**src/rtl/rgb_stream_sequencer_if.sv**
```systemverilog
// Pixel stream bundle: 24-bit {R,G,B} pixels with valid/ready
// handshake and an end-of-frame qualifier.
interface rgb_stream_sequencer_if;
  logic [23:0] pix_data;
  logic        pix_valid;
  logic        pix_ready;
  logic        pix_last;

  modport master (
    output pix_data,
    output pix_valid,
    output pix_last,
    input  pix_ready
  );

  modport slave (
    input  pix_data,
    input  pix_valid,
    input  pix_last,
    output pix_ready
  );
endinterface

```
**src/rtl/rgb_stream_sequencer.sv**
```systemverilog
// Frame readout: vector-reads R/G/B planes 4 pixels at a time,
// merges them into {R,G,B} pixels and streams them out.
module rgb_stream_sequencer #(
  parameter int PIX_COUNT = 40000,
  parameter int R_BASE    = 0,
  parameter int G_BASE    = 40000,
  parameter int B_BASE    = 80000,
  parameter int IDX_W     = 17
) (
  input  logic         clk,
  input  logic         rst,
  input  logic         start,
  input  logic         abort,
  output logic         mem_own,
  output logic [127:0] mem_addr,
  output logic         mem_we,
  output logic         mem_vf,
  input  logic [127:0] mem_rd,
  rgb_stream_sequencer_if.master pix,
  output logic         busy,
  output logic         done
);

  typedef enum logic [2:0] {
    IDLE, RD_R, RD_G, RD_B, CAP_B, EMIT, DONE
  } state_e;

  localparam logic [127:0] R_A = 128'(R_BASE);
  localparam logic [127:0] G_A = 128'(G_BASE);
  localparam logic [127:0] B_A = 128'(B_BASE);
  localparam logic [IDX_W-1:0] END_IDX  = IDX_W'(PIX_COUNT);
  localparam logic [IDX_W-1:0] LAST_IDX = IDX_W'(PIX_COUNT - 4);

  state_e           state_q, state_d;
  logic [IDX_W-1:0] idx_q, idx_d, idx_nxt;
  logic [1:0]       lane_q, lane_d;
  logic [3:0][7:0]  r_q, r_d;
  logic [3:0][7:0]  g_q, g_d;
  logic [3:0][7:0]  b_q, b_d;
  logic [3:0][7:0]  rd_lane;
  logic             xfer, grp_end, last_grp;
  logic             unused_rd;

  // only the low byte of each 32-bit lane carries pixel data
  always_comb begin
    for (int k = 0; k < 4; k++) begin
      rd_lane[k] = mem_rd[32*k +: 8];
    end
  end

  assign unused_rd = ^{mem_rd[127:104], mem_rd[95:72],
                       mem_rd[63:40], mem_rd[31:8]};

  assign xfer     = (state_q == EMIT) && pix.pix_ready;
  assign grp_end  = xfer && (lane_q == 2'd3);
  assign idx_nxt  = idx_q + IDX_W'(4);
  assign last_grp = (idx_nxt == END_IDX);

  always_ff @(posedge clk) begin
    if (!rst) begin
      state_q <= IDLE;
    end else begin
      state_q <= state_d;
    end
  end

  always_comb begin
    state_d = state_q;
    if (abort && state_q != IDLE) begin
      state_d = IDLE;
    end else begin
      unique case (state_q)
        IDLE:    if (start && !abort) state_d = RD_R;
        RD_R:    state_d = RD_G;
        RD_G:    state_d = RD_B;
        RD_B:    state_d = CAP_B;
        CAP_B:   state_d = EMIT;
        EMIT:    if (grp_end) state_d = last_grp ? DONE : RD_R;
        DONE:    state_d = IDLE;
        default: state_d = IDLE;
      endcase
    end
  end

  always_ff @(posedge clk) begin
    if (!rst) begin
      idx_q  <= '0;
      lane_q <= '0;
      r_q    <= '0;
      g_q    <= '0;
      b_q    <= '0;
    end else begin
      idx_q  <= idx_d;
      lane_q <= lane_d;
      r_q    <= r_d;
      g_q    <= g_d;
      b_q    <= b_d;
    end
  end

  // each plane's data lands one cycle after its address was issued
  always_comb begin
    idx_d  = idx_q;
    lane_d = lane_q;
    r_d    = r_q;
    g_d    = g_q;
    b_d    = b_q;
    if (state_q == IDLE && start) idx_d = '0;
    if (state_q == RD_G) r_d = rd_lane;
    if (state_q == RD_B) g_d = rd_lane;
    if (state_q == CAP_B) begin
      b_d    = rd_lane;
      lane_d = '0;
    end
    if (xfer) lane_d = lane_q + 2'd1;
    if (grp_end) idx_d = idx_nxt;
    if (abort) lane_d = '0;
  end

  always_comb begin
    mem_addr      = '0;
    mem_we        = 1'b0;
    mem_own       = !(state_q inside {IDLE, DONE});
    mem_vf        = mem_own;
    pix.pix_valid = 1'b0;
    pix.pix_data  = '0;
    pix.pix_last  = 1'b0;
    busy          = (state_q != IDLE);
    done          = (state_q == DONE);
    unique case (state_q)
      RD_R:        mem_addr = R_A + 128'(idx_q);
      RD_G:        mem_addr = G_A + 128'(idx_q);
      RD_B, CAP_B: mem_addr = B_A + 128'(idx_q);
      EMIT: begin
        mem_addr      = B_A + 128'(idx_q);
        pix.pix_valid = 1'b1;
        pix.pix_data  = {r_q[lane_q], g_q[lane_q], b_q[lane_q]};
        pix.pix_last  = (lane_q == 2'd3) && (idx_q == LAST_IDX);
      end
      default: ;
    endcase
  end

endmodule
```
**src/flat_wrapper.sv**
```systemverilog
// flat-port wrapper written by rule: the top's interface ports become plain ports
module rgb_stream_sequencer_flat 
#(
  parameter int PIX_COUNT = 40000,
  parameter int R_BASE    = 0,
  parameter int G_BASE    = 40000,
  parameter int B_BASE    = 80000,
  parameter int IDX_W     = 17
)
  (clk, rst, start, abort, mem_own, mem_addr, mem_we, mem_vf, mem_rd, busy, done, pix_pix_data, pix_pix_valid, pix_pix_last, pix_pix_ready);
  rgb_stream_sequencer_if pix_i ();
  input  logic clk;
  input  logic rst;
  input  logic start;
  input  logic abort;
  output logic mem_own;
  output logic [127:0] mem_addr;
  output logic mem_we;
  output logic mem_vf;
  input  logic [127:0] mem_rd;
  output logic busy;
  output logic done;
  output wire logic [$bits(pix_i.pix_data)-1:0] pix_pix_data;
  output wire logic [$bits(pix_i.pix_valid)-1:0] pix_pix_valid;
  output wire logic [$bits(pix_i.pix_last)-1:0] pix_pix_last;
  input wire logic [$bits(pix_i.pix_ready)-1:0] pix_pix_ready;
  assign pix_pix_data = pix_i.pix_data;
  assign pix_pix_valid = pix_i.pix_valid;
  assign pix_pix_last = pix_i.pix_last;
  assign pix_i.pix_ready = pix_pix_ready;
  rgb_stream_sequencer #(.PIX_COUNT(PIX_COUNT), .R_BASE(R_BASE), .G_BASE(G_BASE), .B_BASE(B_BASE), .IDX_W(IDX_W)) u_core (.clk(clk), .rst(rst), .start(start), .abort(abort), .mem_own(mem_own), .mem_addr(mem_addr), .mem_we(mem_we), .mem_vf(mem_vf), .mem_rd(mem_rd), .pix(pix_i), .busy(busy), .done(done));
endmodule
```
**config.mk**
```make
export PLATFORM = sky130hd
export DESIGN_NAME = rgb_stream_sequencer_flat
export DESIGN_NICKNAME = d
export VERILOG_FILES = /design/src/rtl/rgb_stream_sequencer_if.sv /design/src/rtl/rgb_stream_sequencer.sv /design/src/flat_wrapper.sv
export SDC_FILE = /design/constraint.sdc
export NUM_CORES = 1
export LEC_CHECK = 0
export BUFFER_PORTS_ARGS = -buffer_cell sky130_fd_sc_hd__buf_4
export CAP_MARGIN = 15
export CELL_PAD_IN_SITES_DETAIL_PLACEMENT = 1
export CELL_PAD_IN_SITES_GLOBAL_PLACEMENT = 1
export CORE_MARGIN = 4
export CORE_UTILIZATION = 32
export DETAILED_ROUTE_END_ITERATION = 10
export HOLD_SLACK_MARGIN = 0.12
export PLACE_DENSITY = 0.76
export SETUP_SLACK_MARGIN = 0.2
export SYNTH_ARGS = -nofsm -noshare
export SYNTH_HDL_FRONTEND = slang
export SYNTH_SLANG_ARGS = --single-unit
```
**constraint.sdc**
```tcl
create_clock -name clk -period 2 [get_ports clk]
set_clock_uncertainty 0.1 [all_clocks]
set_input_delay 0.3 -clock clk [delete_from_list [all_inputs] [get_ports clk]]
set_output_delay 0.3 -clock clk [all_outputs]
set_load 0.01 [all_outputs]
```
==> run_results.csv, run 1 <==
group,metric,value,unit
run_status,status,"finished, violations left",
run_status,violated_checks,"negative setup slack",
placed_design,buffer_ports.inserted,82,
yosys,number_of_synthesized_flops_with_an_enable_pin,0,
yosys,synth.mux.area_fraction,8.034,%
layout,drive_gt1_share,38.10,%
pwr,power.clock.fraction,52.2,%
pwr,p_int,4443,uW
cts,tritoncts,"built",
pwr,pwr-share-seq,39.0,%
sta,min_period_over_period,137.2,%
cts,clk_pin_slew_worst_paths,60,ps
pwr,combinational_power_share,8.8,%
critical_path,critPathArrivalTime,2920,ps
yosys,synth.cells.most_frequent,"sky130_fd_sc_hd__nand2_1, sky130_fd_sc_hd__dfxtp_1, sky130_fd_sc_hd__buf_4, sky130_fd_sc_hd__a21boi_0, sky130_fd_sc_hd__clkbuf_1",
sta,timing.hold.ws,181.0,ps
yosys,synth-async-reset-ratio,0,%
yosys,synth_xor_area_share,1.328,%
global_route,antenna_found_initial,0,
global_route,first_global_vias,7695,
yosys,synth_seq_area_share,32.00,%
cts,clock_tree.htree_level_count,4,
pwr,max-vdd-ir-drop,0.6238,mV
critical_path,cp_slowest_cell,"sky130_fd_sc_hd__or4_4",
pwr,cellPowerDensity,538.0,nW/um^2
sta,tightest_slew,562.0,ps
die,io-pin-count,292,
critical_path,bufs_and_invs_on_worst_path,2,
sta,timing.final.max_slew_violations,0,
sta,rsz_0062_raised_after_global_routing,"yes",
detailed_routing,drc_viols,0,
detailed_routing,dr_total_vias,7534,
cts,cts_sinks,116,
critical_path,cp_top_family,"compound AO/OA/AOI/OAI gates",
layout,final_area,11090,um^2
yosys,ys_seq_elements,116,
global_route,grt_overflow,0,
critical_path,category_of_the_critical_setup_timing_path,"register to register",
pwr,leakagePower,0.004343,uW
critical_path,timing.critical_path.required,2180,ps
sta,period_needed,2744,ps
sta,remaining_max_slew_budget_at_the_tightest_pin,62.37,%
pwr,netSwitchingFraction,25.55,%
layout,layout-area-overhead-vs-synth,52.84,%
global_route,total_global_routing_track_utilization,21.46,%
worst_hold_path,worstHoldPathType,"primary input to register",
yosys,synth_top_family_by_area,"simple AND/OR/NAND/NOR gates",
yosys,synth_top_cell_area_share,32.00,%
critical_path,setup.worst_path.end_class,"register",
die,fp.dieH,158.6,um
yosys,ys_top_cells_by_area,"sky130_fd_sc_hd__dfxtp_1, sky130_fd_sc_hd__buf_4, sky130_fd_sc_hd__nand2_1",
yosys,synthFlopType,"sky130_fd_sc_hd__dfxtp_1",
yosys,yosys.area_share.simple,21.28,%
critical_path,worstSetupStartpointType,"register",
placed_design,place_ws,-387.8,ps
sta,worst_slack,-744.0,ps
yosys,top_count_cell_post_synth,"sky130_fd_sc_hd__nand2_1",
job,max-cap-violations,0,
cts,root_driver,"sky130_fd_sc_hd__clkbuf_16",
layout,layout.filler_cells,2475,
detailed_routing,drt-total-wl,31000,um
yosys,netlist_area,7257,um^2
layout,antenna_cells,0,
yosys,post_synth_fa_ha_maj_area_fraction,1.034,%
placed_design,dpl.hpwl,15950,um
placed_design,gp_weighted_congestion,0.9169,
yosys,syn_area_per_cell,8.090,um^2
placed_design,dpl-instance-area,8409,um^2
cts,cts_buffers,17,
detailed_routing,wl_per_cell,21.92,um
sta,hold_viol_final,0,
critical_path,timing.critical_path.fanout_max,4,
detailed_routing,routed_via_density,5.328,
sta,setup_violations,57,
die,floorplan_die_width,158.6,um
detailed_routing,first_pass_iteration_count_of_the_detailed_router,5,
die,area_of_the_die,25150,um^2
sta,tns,-13900,ps
yosys,synth-warning-count,0,
detailed_routing,detailedRoute.firstIterationViolations,519,
cts,clock_buffer_depth,2,
critical_path,cp_cell_sequence,"ha_4 -> buf_4 -> buf_6 -> xor2_2 -> or4_4 -> a221oi_4 -> o211ai_1 -> o41ai_2",
yosys,synth_compound_gate_area_share,19.93,%
critical_path,slowest_delay,560,ps
die,rows,54,
cts,clk-insertion-delay-late,410,ps
die,start_util,32.85,%
global_route,grt_first_pass_wirelength,42310,um
pwr,net-switching-power,1525,uW
die,placeableCoreArea,22090,um^2
yosys,synthDistinctLibCells,69,
yosys,syn_inst,897,
global_route,largest_net_degree_at_the_start_of_global_routing,53,
sta,achievable-frequency,0.3644,GHz
layout,nNetsFinal,1260,
yosys,synth_top_cell_by_area,"sky130_fd_sc_hd__dfxtp_1",
detailed_routing,detail-route-antenna-nets,0,
## power groups by stage
stage | Sequential [uW] | Clock (uW) | Combinational, uW
6_report | 2320 | 3120 | 525
5_1_grt | 2320 | 3250 | 564
4_1_cts | 2320 | 3120 | 459
3_5_place_dp | 2380 | 0 | 368
3_3_place_gp | 2380 | 0 | 366
2_1_floorplan | 2380 | 0 | 380
## metrics by stage
stage	instances	utilization, %	power [uW]
after floorplan	1009	-	2760
after global placement	1284	38.06	2748
after detailed placement	1284	38.06	2752
after CTS	1379	47.19	5905
after global routing	1414	50.20	6143
final	1414	50.20	5968
## layer usage
metal	wire length, um	vias up	global-route usage, %
li1	-	3296	-
met1	12250	3815	26.35
met2	16260	346	37.74
met3	1571	77	3.099
met4	919	0	8.530
met5	0	-	0
## cell type report
cell class / instances / area, um^2 / share of cell area [%]
Multi-Input combinational cell: 699 / 4837 / 43.61
Timing Repair Buffer: 276 / 2897 / 26.11
Sequential cell: 116 / 2360 / 21.27
Clock buffer: 21 / 460.4 / 4.151
Tap cell: 280 / 350.3 / 3.158
Clock inverter: 11 / 127.6 / 1.151
Inverter: 11 / 60.06 / 0.5415
## worst reg2reg max path, delay by kind of cell (launching register included)
kind | cells | cell delay (ps)
compound gates | 3 | 970
simple gates | 1 | 560
flops | 1 | 370
buf+inv | 2 | 260
fa+ha+maj | 1 | 190
xor+xnor | 1 | 160
## logic make-up after synthesis
logic type | count (synthesis)
simple gates | 340
compound gates | 201
buf+inv | 194
flops | 116
mux | 28
xor+xnor | 11
fa+ha+maj | 6
other cells | 1
## registers in the layout, indices dropped and copies added (netlist names)
signal,cells
u_core.b_q,32
u_core.g_q,32
u_core.idx_q,15
u_core.lane_q,2
u_core.r_q,32
u_core.state_q,3
## cell usage in the layout, fill, tap and decap left out, drive strengths merged, types with 11 or more instances in the layout
cell type and count:
o21ai 18, buf 238, and2 30, dfxtp 116
a21boi 103, mux4 24, nor3 11, nand2 212
nor2 28, dlygate4sd3 33, a21oi 22, conb 113
clkbuf 24, nand3 15
## worst paths after layout
kind	cells after the start	slack, ps	from	to
setup / recovery	8	-740	u_core.idx_q[7]$_SDFFE_PN0P_	u_core.state_q[2]$_SDFFE_PP0P_
hold / removal	3	180	pix_pix_ready	u_core.lane_q[1]$_SDFFE_PP0P_
hold reg to reg	2	360	u_core.r_q[3]$_SDFFE_PN0P_	u_core.r_q[3]$_SDFFE_PN0P_
setup reg to reg	8	-740	u_core.idx_q[7]$_SDFFE_PN0P_	u_core.state_q[2]$_SDFFE_PP0P_
## timing repair
action	4_1_cts	5_1_grt
hold endpoints to repair	97	0
setup endpoints to repair	78	105
cloned	6	4
hold buffers	33	0
setup buffers	24	31
resized for setup	192	76
pin swaps	75	40
Power figures use the tool's default switching activity.
==> run 2, diff against run 1 <==
--- a/config.mk
+++ b/config.mk
@@ -13,7 +13,8 @@
 export CORE_UTILIZATION = 32
 export DETAILED_ROUTE_END_ITERATION = 10
 export HOLD_SLACK_MARGIN = 0.12
-export PLACE_DENSITY = 0.76
+export PLACE_DENSITY_LB_ADDON = 0.3
+export RECOVER_POWER = 25
 export SETUP_SLACK_MARGIN = 0.2
 export SYNTH_ARGS = -nofsm -noshare
 export SYNTH_HDL_FRONTEND = slang
==> run 2 against run 1 <==
Compared with the run above: the flow still finishes with violations (negative setup slack); count of clock-buffer cells in the layout decreased by 3; worst setup slack improved by 140 ps; die area unchanged; via count decreased by 6.2%; critical endpoint is now mem_addr[12]; sequential power about the same; core utilization decreased by 2.0 points.
==> run_results.csv, run 2 (synthesized netlist as in run 1, its figures left out) <==
group,metric,value,unit
run_status,status,"finished, violations left",
run_status,violated_checks,"negative setup slack",
cts,cts_sinks,116,
global_route,antenna_found_initial,0,
layout,reg.largest.list,"u_core.b_q: 32 flops, u_core.g_q: 32 flops, u_core.r_q: 32 flops",
sta,timing.final.max_slew_violations,0,
global_route,globalRouteMet2Util,34.32,%
cts,clock_tree.htree_level_count,4,
placed_design,gp_weighted_congestion,0.7958,
cts,clk_pin_slew_worst_paths,60,ps
cts,clock_buffer_depth,2,
global_route,largest_net_degree_at_the_start_of_global_routing,95,
sta,worst_slack,-601.0,ps
critical_path,cp_cell_sequence,"ha_4 -> buf_6 -> a311o_1 -> a22oi_1 -> nor2_1 -> a31oi_1 -> o22ai_1 -> buf_4",
global_route,first_global_vias,7243,
sta,setup_violations,50,
detailed_routing,dr_total_vias,7068,
placed_design,buffer_ports.inserted,82,
global_route,global_route.peak_usage_layer,"met2",
layout,drive_gt1_share,36.32,%
detailed_routing,routed_via_density,5.067,
layout,nNetsFinal,1241,
critical_path,timing.critical_path.fanout_max,4,
detailed_routing,wl_per_cell,19.20,um
die,fp.dieH,158.6,um
detailed_routing,detail-route-antenna-nets,0,
placed_design,dpl.hpwl,15170,um
critical_path,slowest_delay,370,ps
critical_path,cp_top_family,"compound AO/OA/AOI/OAI gates",
critical_path,setup.worst_path.end_class,"primary output",
global_route,met1_usage,24.59,%
sta,tightest_slew,517.1,ps
global_route,total_global_routing_track_utilization,19.79,%
detailed_routing,first_pass_iteration_count_of_the_detailed_router,4,
sta,achievable-frequency,0.3845,GHz
job,max-cap-violations,0,
sta,rsz_0062_raised_after_global_routing,"yes",
die,area_of_the_die,25150,um^2
pwr,cellPowerDensity,539.7,nW/um^2
critical_path,category_of_the_critical_setup_timing_path,"register to primary output",
cts,clk-insertion-delay-late,420,ps
die,placeableCoreArea,22090,um^2
global_route,groute.layer.met3.usage,3.506,%
layout,most_common_cell_after_layout_fill_and_taps_aside,"sky130_fd_sc_hd__nand2_1",
sta,period_needed,2601,ps
critical_path,critPathArrivalTime,2200,ps
critical_path,timing.critical_path.required,1600,ps
detailed_routing,drt-total-wl,26790,um
layout,layout-area-overhead-vs-synth,46.81,%
global_route,grt_first_pass_wirelength,39170,um
sta,remaining_max_slew_budget_at_the_tightest_pin,65.38,%
cts,cts_buffers,17,
die,floorplan_die_width,158.6,um
sta,hold_viol_final,0,
layout,antenna_cells,0,
detailed_routing,detailedRoute.firstIterationViolations,354,
placed_design,place_ws,-364.2,ps
pwr,leakagePower,0.004140,uW
die,io-pin-count,292,
critical_path,worstSetupStartpointType,"register",
sta,min_period_over_period,130.1,%
sta,timing.hold.ws,166.5,ps
critical_path,bufs_and_invs_on_worst_path,2,
detailed_routing,drc_viols,0,
cts,root_driver,"sky130_fd_sc_hd__clkbuf_16",
global_route,grt_overflow,0,
pwr,max-vdd-ir-drop,0.4607,mV
sta,tns,-14030,ps
cts,tritoncts,"built",
critical_path,cp_slowest_cell,"sky130_fd_sc_hd__dfxtp_4",
die,rows,54,
worst_hold_path,worstHoldPathType,"primary input to register",
layout,final_cell_mix,"sky130_fd_sc_hd__nand2_1, sky130_fd_sc_hd__buf_4, sky130_fd_sc_hd__conb_1",
die,start_util,32.85,%
-- run 2: cell types whose count changed in the layout (fill, tap and decap cells not counted), sizes merged --
cell / before / now
bufbuf: 2 / 1
clkbuf: 24 / 22
dlygate4sd3: 33 / 32
bufinv: 2 / 1
clkinv: 6 / 11
buf: 238 / 218
clkinvlp: 4 / 1
or2: 2 / 3
and3: 5 / 6
inv: 10 / 12
-- run 2: final timing paths --
check	from	endpoint	slack, ps	cells after the start
worst min register to register	u_core.g_q[31]$_SDFFE_PN0P_	u_core.g_q[31]$_SDFFE_PN0P_	360	2
worst max-delay path	u_core.idx_q[7]$_SDFFE_PN0P_	mem_addr[12]	-600	8
worst min-delay path	rst	u_core.idx_q[15]$_SDFFE_PN0P_	170	2
worst max register to register	u_core.idx_q[7]$_SDFFE_PN0P_	u_core.state_q[2]$_SDFFE_PP0P_	-600	8
-- run 2: repair_timing --
action,4_1_cts,5_1_grt
hold endpoints to repair,96,0
pin swaps,57,54
buffers inserted,31,10
gates resized for setup,183,67
endpoints found under the setup margin,96,100
hold buffers,32,0
gates cloned,7,2
-- run 2: final cells by class --
class / count / area [um^2]
clock buffers: 18 / 429.2
repair buffers: 255 / 2570
fillers: 2536 / 11440
clock inverters: 14 / 131.4
flip-flops and latches: 116 / 2360
multi-input cells: 701 / 4762
inverters: 11 / 51.30
well taps: 280 / 350.3
-- run 2: power breakdown --
group	internal, uW	leakage (uW)	switching, uW	total (uW)
Combinational	213	0.00292	292	505
Sequential	2310	0.000944	9.92	2320
Clock	1720	0.000275	1200	2920
-- run 2: per-stage QoR --
stage | power, uW | util, % | std cells | instance area [um^2]
6_report | 5750 | 48.22 | 1395 | 10650
5_1_grt | 5953 | 48.22 | 1395 | 10650
4_1_cts | 5766 | 46.69 | 1383 | 10310
3_5_place_dp | 2752 | 37.73 | 1281 | 8337
3_3_place_gp | 2751 | 37.73 | 1281 | 8337
2_1_floorplan | 2760 | - | 1009 | 7745
-- run 2: worst reg2reg max path: cells and delay by family, from the launching register on --
| kind | cells | cell delay (ps) |
|---|---|---|
| DFF | 1 | 370 |
| adders and majority gates | 1 | 180 |
| and+or+nand+nor | 1 | 520 |
| buffers and inverters | 2 | 250 |
| xor gates and xnor gates | 1 | 160 |
| AOI/OAI and AO/OA | 3 | 910 |
-- run 2: per-layer routing --
metal  part of all wire (%)  up-vias
met5                      0        -
met4                    2.5        0
met3                    4.4       51
met2                     51      248
met1                     42     3506
li1                       -     3263
==> run 3, diff against run 2 <==
--- a/config.mk
+++ b/config.mk
@@ -7,13 +7,11 @@
 export LEC_CHECK = 0
 export BUFFER_PORTS_ARGS = -buffer_cell sky130_fd_sc_hd__buf_4
 export CAP_MARGIN = 15
-export CELL_PAD_IN_SITES_DETAIL_PLACEMENT = 1
-export CELL_PAD_IN_SITES_GLOBAL_PLACEMENT = 1
 export CORE_MARGIN = 4
-export CORE_UTILIZATION = 32
+export CORE_UTILIZATION = 45
 export DETAILED_ROUTE_END_ITERATION = 10
 export HOLD_SLACK_MARGIN = 0.12
-export PLACE_DENSITY_LB_ADDON = 0.3
+export PLACE_DENSITY = 0.79
 export RECOVER_POWER = 25
 export SETUP_SLACK_MARGIN = 0.2
 export SYNTH_ARGS = -nofsm -noshare
==> run 3 against run 2 <==
Compared with the run above: the run still ends with negative setup slack left; via count up 2.0%; combinational power is 4.2% lower; register-to-register slack improved by 280 ps; critical path depth down 1; largest power group unchanged; highest routed layer unchanged.
==> run_results.csv, run 3 (synthesized netlist as in run 1, its figures left out) <==
group,metric,value,unit
layout,most_common_cell_after_layout_fill_and_taps_aside,"sky130_fd_sc_hd__nand2_1",
cts,root_driver,"sky130_fd_sc_hd__clkbuf_16",
critical_path,category_of_the_critical_setup_timing_path,"register to primary output",
layout,drive_gt1_share,35.66,%
die,rows,46,
detailed_routing,drt-total-wl,24260,um
sta,setup_violations,72,
die,floorplan_die_width,135.0,um
detailed_routing,wl_per_cell,18.35,um
cts,clock_buffer_depth,2,
global_route,total_global_routing_track_utilization,24.21,%
sta,remaining_max_slew_budget_at_the_tightest_pin,52.13,%
detailed_routing,routed_via_density,5.451,
sta,timing.final.max_slew_violations,0,
layout,layout.filler_cells,1148,
die,area_of_the_die,18220,um^2
detailed_routing,first_pass_iteration_count_of_the_detailed_router,7,
worst_hold_path,worstHoldPathType,"primary input to register",
sta,timing.hold.ws,157.0,ps
global_route,first_global_vias,6727,
die,fp.dieH,135.0,um
pwr,cellPowerDensity,560.1,nW/um^2
critical_path,timing.critical_path.fanout_max,4,
global_route,global_route.peak_usage_layer,"met2",
layout,reg.largest.list,"u_core.b_q: 32 flops, u_core.g_q: 32 flops, u_core.r_q: 32 flops",
run_status,status,"finished, violations left",
cts,tritoncts,"built",
critical_path,setup.worst_path.end_class,"primary output",
sta,rsz_0062_raised_after_global_routing,"yes",
die,start_util,45.85,%
layout,final_cell_mix,"sky130_fd_sc_hd__nand2_1, sky130_fd_sc_hd__buf_4, sky130_fd_sc_hd__conb_1",
global_route,groute.layer.met3.usage,4.210,%
cts,cts_buffers,17,
layout,layout-area-overhead-vs-synth,44.67,%
pwr,leakagePower,0.004086,uW
pwr,report.power.total,5880,uW
placed_design,buffer_ports.inserted,82,
sta,min_period_over_period,130.0,%
job,max-cap-violations,0,
sta,tightest_slew,718.1,ps
sta,worst_slack,-599.9,ps
detailed_routing,dr_total_vias,7206,
global_route,grt_overflow,0,
sta,period_needed,2600,ps
placed_design,gp_weighted_congestion,0.8754,
layout,seq_cell_area,2361,um^2
global_route,antenna_found_initial,1,
pwr,max-vdd-ir-drop,0.7211,mV
critical_path,critPathArrivalTime,2200,ps
global_route,met1_usage,30.40,%
detailed_routing,detail-route-antenna-nets,0,
placed_design,dpl.hpwl,12930,um
layout,nNetsFinal,1231,
critical_path,worstSetupStartpointType,"register",
detailed_routing,drc_viols,0,
critical_path,reg2reg_setup_slack,-320,ps
cts,cts_sinks,116,
global_route,largest_net_degree_at_the_start_of_global_routing,85,
cts,clk_pin_slew_worst_paths,60,ps
detailed_routing,detailedRoute.firstIterationViolations,757,
cts,clock_tree.htree_level_count,4,
critical_path,timing.critical_path.required,1600,ps
global_route,globalRouteMet2Util,40.52,%
sta,hold_viol_final,0,
global_route,grt_first_pass_wirelength,35200,um
cts,clk-insertion-delay-late,420,ps
die,io-pin-count,292,
sta,achievable-frequency,0.3846,GHz
run_status,violated_checks,"negative setup slack",
die,placeableCoreArea,15830,um^2
layout,multi_input_area,4746,um^2
[run 3: changes by cell type in the layout (fill, tap and decap cells not counted), sizes merged, moves of 2 or more]
cell,before,now
clkbuf,22,28
clkinvlp,1,3
clkinv,11,5
buf,218,208
[run 3: metal layers]
metal / part of all wire, % / routed length, um
met4: 5.5 / 1331
met1: 38 / 9264
met5: 0 / 0
met2: 48 / 11750
met3: 7.9 / 1908
[run 3: worst max-delay path: stages (launching register included)]
cell and delay, ps:
sky130_fd_sc_hd__dfxtp_4 360, sky130_fd_sc_hd__ha_4 180, sky130_fd_sc_hd__and3_4 190, sky130_fd_sc_hd__o41ai_4 290, sky130_fd_sc_hd__a2111oi_2 120, sky130_fd_sc_hd__a311oi_1 340, sky130_fd_sc_hd__o22ai_1 140, sky130_fd_sc_hd__buf_4 170
[run 3: cell type report]
type / count / area share, %
multi-input cells: 699 / 45.20
repair buffers: 247 / 23.44
flip-flops and latches: 116 / 22.49
clock buffers: 22 / 4.517
well taps: 216 / 2.574
clock inverters: 10 / 1.168
inverters: 11 / 0.5840
diodes: 1 / 0.02384
[run 3: through the flow]
stage	setup slack (ps)	util (%)	cells	area, um^2	TNS [ps]
2_1_floorplan	-63.69	-	1009	7745	-140.4
3_3_place_gp	-214.4	51.85	1212	8207	-1120
3_5_place_dp	-226.7	51.85	1212	8207	-1316
4_1_cts	-612.8	63.26	1302	10010	-10130
5_1_grt	-662.6	66.33	1322	10500	-20280
6_report	-599.9	66.33	1322	10500	-14530
[run 3: repair_timing]
action	in CTS	in global routing
cloned	7	2
setup buffers	19	17
pin swaps	43	45
endpoints found under the hold margin	95	0
hold buffers	32	0
resized for setup	157	81
endpoints found under the setup margin	94	69
[run 3: power breakdown]
group,switching (uW),total [uW],internal [uW]
logic,281,484,202
clock network,1130,3070,1940
registers,10.5,2320,2310
[run 3: path summary, 6_finish.rpt]
path | startpoint | end | depth (start not counted)
worst min register to register | u_core.r_q[0]$_SDFFE_PN0P_ | u_core.r_q[0]$_SDFFE_PN0P_ | 2
worst max-delay path | u_core.idx_q[7]$_SDFFE_PN0P_ | mem_addr[15] | 7
worst min-delay path | pix_pix_ready | u_core.lane_q[1]$_SDFFE_PP0P_ | 3
worst max register to register | u_core.idx_q[7]$_SDFFE_PN0P_ | u_core.state_q[0]$_SDFFE_PP0P_ | 7
